<file path="src/rtl/core_pkg.sv">
// rtl/core_pkg.sv - shared types and constants for the data memory bridge
package core_pkg;

    localparam int WORD_W = 32;

    localparam logic MEM_READ  = 1'b1;
    localparam logic MEM_WRITE = 1'b0;

    typedef enum logic [1:0] {
        IDLE = 2'd0,
        REQ  = 2'd1,
        DONE = 2'd2
    } dmb_state_t;

    // Word accesses only: the two low byte-address bits must be zero.
    function automatic logic is_aligned(input logic [WORD_W-1:0] addr);
        return addr[1:0] == 2'b00;
    endfunction

endpackage

</file>
<file path="src/rtl/dmb_timeout.sv">
// rtl/dmb_timeout.sv - saturating bus-acknowledge timeout counter
module dmb_timeout #(
    parameter int TIMEOUT = 15
) (
    input  logic clk,
    input  logic reset,
    input  logic clear,
    input  logic enable,
    output logic expired
);

    logic [7:0] count;

    // Count unacknowledged request cycles; hold once the limit is reached.
    always_ff @(posedge clk) begin
        if (reset || clear) begin
            count <= 8'd0;
        end else if (enable && !expired) begin
            count <= count + 8'd1;
        end
    end

    // The counter reads 0 in the first request cycle, so TIMEOUT-1 marks the last one.
    assign expired = (count == 8'(TIMEOUT - 1));

endmodule

</file>
<file path="src/rtl/data_mem_bridge.sv">
// rtl/data_mem_bridge.sv - core data port to req/ack data memory bus bridge
module data_mem_bridge
    import core_pkg::*;
#(
    parameter int TIMEOUT = 15
) (
    input  logic              clk,
    input  logic              reset,
    input  logic              mem_enable,
    input  logic              mem_r_w,
    input  logic [WORD_W-1:0] mem_address,
    input  logic [WORD_W-1:0] mem_input,
    output logic [WORD_W-1:0] mem_output,
    output logic              mem_stall,
    output logic              mem_done,
    output logic              mem_error,
    output logic              bus_req,
    output logic              bus_we,
    output logic [WORD_W-1:0] bus_addr,
    output logic [WORD_W-1:0] bus_wdata,
    input  logic              bus_ack,
    input  logic [WORD_W-1:0] bus_rdata
);

    dmb_state_t state;
    logic       err_flag;
    logic       tmo_clear;
    logic       tmo_enable;
    logic       tmo_expired;

    // The counter sits at zero whenever idle, so it starts fresh on every REQ entry.
    assign tmo_clear  = (state == IDLE);
    assign tmo_enable = (state == REQ) && !bus_ack;

    dmb_timeout #(
        .TIMEOUT (TIMEOUT)
    ) u_timeout (
        .clk     (clk),
        .reset   (reset),
        .clear   (tmo_clear),
        .enable  (tmo_enable),
        .expired (tmo_expired)
    );

    // Access sequencing: accept in IDLE, wait for ack or timeout in REQ, report in DONE.
    always_ff @(posedge clk) begin
        if (reset) begin
            state      <= IDLE;
            err_flag   <= 1'b0;
            bus_req    <= 1'b0;
            bus_we     <= 1'b0;
            bus_addr   <= '0;
            bus_wdata  <= '0;
            mem_output <= '0;
        end else begin
            case (state)
                IDLE: begin
                    if (mem_enable) begin
                        if (is_aligned(mem_address)) begin
                            bus_addr  <= mem_address;
                            bus_wdata <= mem_input;
                            bus_we    <= (mem_r_w == MEM_WRITE);
                            bus_req   <= 1'b1;
                            err_flag  <= 1'b0;
                            state     <= REQ;
                        end else begin
                            err_flag <= 1'b1;
                            state    <= DONE;
                        end
                    end
                end
                REQ: begin
                    if (bus_ack) begin
                        if (!bus_we) begin
                            mem_output <= bus_rdata;
                        end
                        bus_req <= 1'b0;
                        state   <= DONE;
                    end else if (tmo_expired) begin
                        if (!bus_we) begin
                            mem_output <= '0;
                        end
                        bus_req  <= 1'b0;
                        err_flag <= 1'b1;
                        state    <= DONE;
                    end
                end
                DONE: begin
                    state <= IDLE;
                end
                default: begin
                    state <= IDLE;
                end
            endcase
        end
    end

    // Completion is a pure decode of DONE; the core is released in exactly that cycle.
    assign mem_done  = (state == DONE);
    assign mem_error = mem_done & err_flag;
    assign mem_stall = mem_enable & ~mem_done;

endmodule

</file>
<file path="config.mk">
export PLATFORM = sky130hd
export DESIGN_NAME = data_mem_bridge
export DESIGN_NICKNAME = d
export VERILOG_FILES = /design/src/rtl/core_pkg.sv /design/src/rtl/dmb_timeout.sv /design/src/rtl/data_mem_bridge.sv
export SDC_FILE = /design/constraint.sdc
export NUM_CORES = 1
export LEC_CHECK = 0
export CAP_MARGIN = 10
export CORE_ASPECT_RATIO = 0.8
export CORE_MARGIN = 1.5
export CORE_UTILIZATION = 39
export DETAILED_ROUTE_END_ITERATION = 6
export MAX_ROUTING_LAYER = met4
export PLACE_DENSITY = 0.83
export SYNTH_ARGS = -nofsm -noshare
export SYNTH_HDL_FRONTEND = slang
export SYNTH_SLANG_ARGS = --single-unit
</file>
<file path="constraint.sdc">
create_clock -name clk -period 2.1 [get_ports clk]
set_clock_uncertainty 0.1 [all_clocks]
set_input_delay 0.315 -clock clk [delete_from_list [all_inputs] [get_ports clk]]
set_output_delay 0.315 -clock clk [all_outputs]
set_load 0.02 [all_outputs]
</file>
==> impl_metrics.py, run 1 <==
metrics = {
    "run_status": {
        "status": "completed",
    },
    "clocking": {
        "cts_buffers": 9,
        "cts_max_level": 3,
        "clk_pin_slew_ps": 70,
        "cts.sinks": 109,
        "cts_tree": "done",
        "holdBufCountCts": 0,
        "cts_buffer_depth": 2,
        "clk_latency_ps": 330,
        "postCtsSetupBuffers": 0,
        "root_buffer": "clkbuf_16",
    },
    "critical_path": {
        "crit_fanout": 7,
        "critPathRequiredTime_ps": 1680,
        "crit_arrival_ps": 1590,
        "crit_type": "reg -> out",
        "worst_setup_path_end_kind": "primary output",
        "reg2reg_slack_ps": 270,
        "crit_path_start_kind": "flop",
    },
    "timing": {
        "holdWs_ps": 217,
        "post-route-min-period_ps": 2000,
        "fmax_mhz": 499,
        "hold_viol": 0,
        "fin_ws_ps": 96.6,
        "setup_tns_ps": 0,
        "maxSlewHeadroom_pct": 63.3,
        "slew_viol_final": 0,
        "setup_viol": 0,
        "grt_setup_unrepaired": "no",
        "worst_pin_slew_ps": 546,
        "fin_crit_sh_pct": 95.4,
    },
    "synth": {
        "synth_area_leaders": "dfxtp_1 57%, nand2_1 12%, a21oi_1 8.6%, a22o_1 7.3%, clkbuf_1 1.6%",
        "yosysTopAreaCellShare_pct": 57.0,
        "synthDistinctLibCells": 36,
        "syn_inst": 421,
        "ys_seq_area_share_pct": 57.0,
        "syn_area_per_cell_um2": 9.09,
        "syn_area_mm2": 0.00383,
        "synth_top_area_cell": "dfxtp_1",
        "syn-num-nets": 524,
        "ys_ff_latch": 109,
        "ys.warnings.count": 0,
    },
    "drt": {
        "drc": 0,
        "ant_nets": 0,
        "firstDrtPassIters": 4,
        "first_iter_violations": 163,
        "drt-vias-per-instance": 5.06,
        "wl_per_cell_um": 14.6,
        "num_vias": 3733,
        "drt-total-wl_um": 10700,
    },
    "layout": {
        "area_growth_pct": 64.0,
        "design_area_mm2": 0.00627,
        "fillCellCount": 780,
        "nNetsFinal": 717,
        "drive_gt1_share_pct": 5.65,
        "antennaDiodeCount": 0,
    },
    "grt": {
        "grt_use_total_pct": 21.0,
        "grt_antenna_before_repair": 0,
        "grt_max_degree": 64,
        "grt-ovfl-total": 0,
        "grt_pass1_vias": 3603,
        "grt_pass1_wl_um": 17000,
    },
    "die": {
        "dieArea_mm2": 0.0104,
        "num_rows": 32,
        "io_pins": 202,
        "core-area_mm2": 0.00961,
        "dieHeight_um": 91.6,
        "dieWidth_um": 114,
        "start_util_pct": 39.8,
    },
    "flow_run": {
        "maxCapViolCount": 0,
    },
    "power_and_ir_drop": {
        "swShare_pct": 24.3,
        "clkPwrFrac_pct": 37.1,
        "netSwitchingPower_uw": 1040,
        "vdd_drop_max_uv": 509,
        "combPwrFrac_pct": 12.9,
        "cell_internal_pwr_uw": 3260,
        "power_density_mw_per_mm2": 686,
        "p_seq_share_pct": 50.0,
        "p_leak_uw": 0.00226,
    },
    "placed_design": {
        "postPlaceCellArea_mm2": 0.00599,
        "place.gp.congestion": 0.774,
        "io_buffers": 201,
        "dpl_worst_slack_ps": 148,
        "dp_hpwl_um": 7620,
    },
    "worst_hold_path": {
        "hp-class": "in -> reg",
    },
}
## flip-flops by register name (all words and copies together) (netlist names)
register / cells
bus_addr: 32
bus_wdata: 32
err_flag: 1
mem_output: 32
bus_req: 1
bus_we: 1
state: 2
u_timeout.count: 8
## path summary, 6_finish.rpt
kind                       from             to  cells after the start
max                    state[0]      mem_stall                      3
min reg2reg       bus_wdata[22]  bus_wdata[22]                      2
min                       reset       state[0]                      2
max reg2reg  u_timeout.count[1]  mem_output[0]                      6
## through the flow
stage | total power, uW | util, % | cells
floorplan | 2400 | - | 421
global placement | 2740 | 62.3 | 722
detailed placement | 2760 | 62.3 | 722
CTS | 4360 | 65.3 | 738
global route | 4490 | 65.3 | 738
finish | 4300 | 65.3 | 738
## per-layer routing
layer	routed length (um)	global-route usage, %	share of wire [%]	vias to the layer above
met3	804	5.47	7.5	22
met5	0	-	0	-
met2	5210	36.1	49	162
met4	261	7.92	2.4	0
met1	4470	23.4	42	1734
li1	-	-	-	1815
## cell usage after synthesis
| master | n |
|---|---|
| nand2_1 | 126 |
| dfxtp_1 | 109 |
| a21oi_1 | 66 |
| a22o_1 | 32 |
| clkbuf_1 | 16 |
| nor2_1 | 12 |
| buf_2 | 7 |
| a211oi_1 | 4 |
| inv_1 | 4 |
| and3_1 | 3 |
| buf_4 | 3 |
| buf_6 | 3 |
| nand3_1 | 3 |
| nor4_1 | 3 |
| xor2_1 | 3 |
| and2_1 | 2 |
| ha_1 | 2 |
| nand4_1 | 2 |
| nor3b_1 | 2 |
| nor3b_4 | 2 |
| or3_1 | 2 |
| a21bo_1 | 1 |
| a21boi_2 | 1 |
| a311oi_1 | 1 |
| a41o_1 | 1 |
| and4_1 | 1 |
| mux2i_1 | 1 |
| nand2b_1 | 1 |
| nand4b_1 | 1 |
| nor2b_1 | 1 |
| o2111ai_1 | 1 |
| o21ai_0 | 1 |
| o31ai_1 | 1 |
| or2_2 | 1 |
| or3b_1 | 1 |
| xnor2_1 | 1 |
## layout make-up
class	count	area [um^2]	area share, %
inverter	4	15.0	0.239
sequential	109	2180	34.8
timing repair buffer	211	2150	34.2
clock inverter	7	57.6	0.917
tap	119	149	2.37
clock buffer	9	225	3.59
multi-input combinational	279	1500	23.9
## worst max-delay path, stage by stage, from the launching register on
cell and delay (ps):
dfxtp_1 430, nor2_1 90, nor2b_1 110, clkdlybuf4s50_1 610
## cell usage in the layout (no fill, tap or decap), drive strengths merged, types with 2 or more instances in the layout
| cell type | n |
|---|---|
| dfxtp | 109 |
| nand2 | 126 |
| nor4 | 3 |
| clkbuf | 9 |
| ha | 2 |
| nand4 | 2 |
| clkdlybuf4s50 | 198 |
| nand3 | 3 |
| or3 | 2 |
| and3 | 3 |
| buf | 11 |
| inv | 7 |
| and2 | 2 |
| clkinv | 2 |
| a21oi | 66 |
| clkinvlp | 2 |
| xor2 | 3 |
| nor2 | 12 |
| nor3b | 4 |
| a211oi | 4 |
| a22o | 32 |
## cells by family (layout without fill, tap and decap cells)
logic type,Yosys count,after routing,share of synthesized area (%)
adder cells (fa/ha/maj),2,2,0.654
flip-flops,109,109,57.0
XOR/XNOR,4,4,0.916
multiplexers,1,1,0.262
buffers and inverters,33,231,4.35
AND/OR/NAND/NOR,163,163,18.4
AO/OA/AOI/OAI,109,109,18.3
## power groups by stage
stage               clock network [uW]  registers (uW)  logic [uW]
floorplan                            0            2260         144
global placement                     0            2200         547
detailed placement                   0            2200         557
CTS                               1650            2150         560
global route                      1740            2160         592
finish                            1600            2150         556
## repair_timing
action                     CTS  global route
setup endpoints to repair    3             1
cloned                       0             0
resized for setup            2             1
(Power assumes the default switching activity.)
==> inputs of run 2 (changes only) <==
--- a/config.mk
+++ b/config.mk
@@ -12,6 +12,7 @@
 export DETAILED_ROUTE_END_ITERATION = 6
 export MAX_ROUTING_LAYER = met4
 export PLACE_DENSITY = 0.83
+export SETUP_SLACK_MARGIN = 0.02
 export SYNTH_ARGS = -nofsm -noshare
 export SYNTH_HDL_FRONTEND = slang
 export SYNTH_SLANG_ARGS = --single-unit
==> results of run 2 <==
The final DEF is identical to that of run 1; final timing and power are the same.
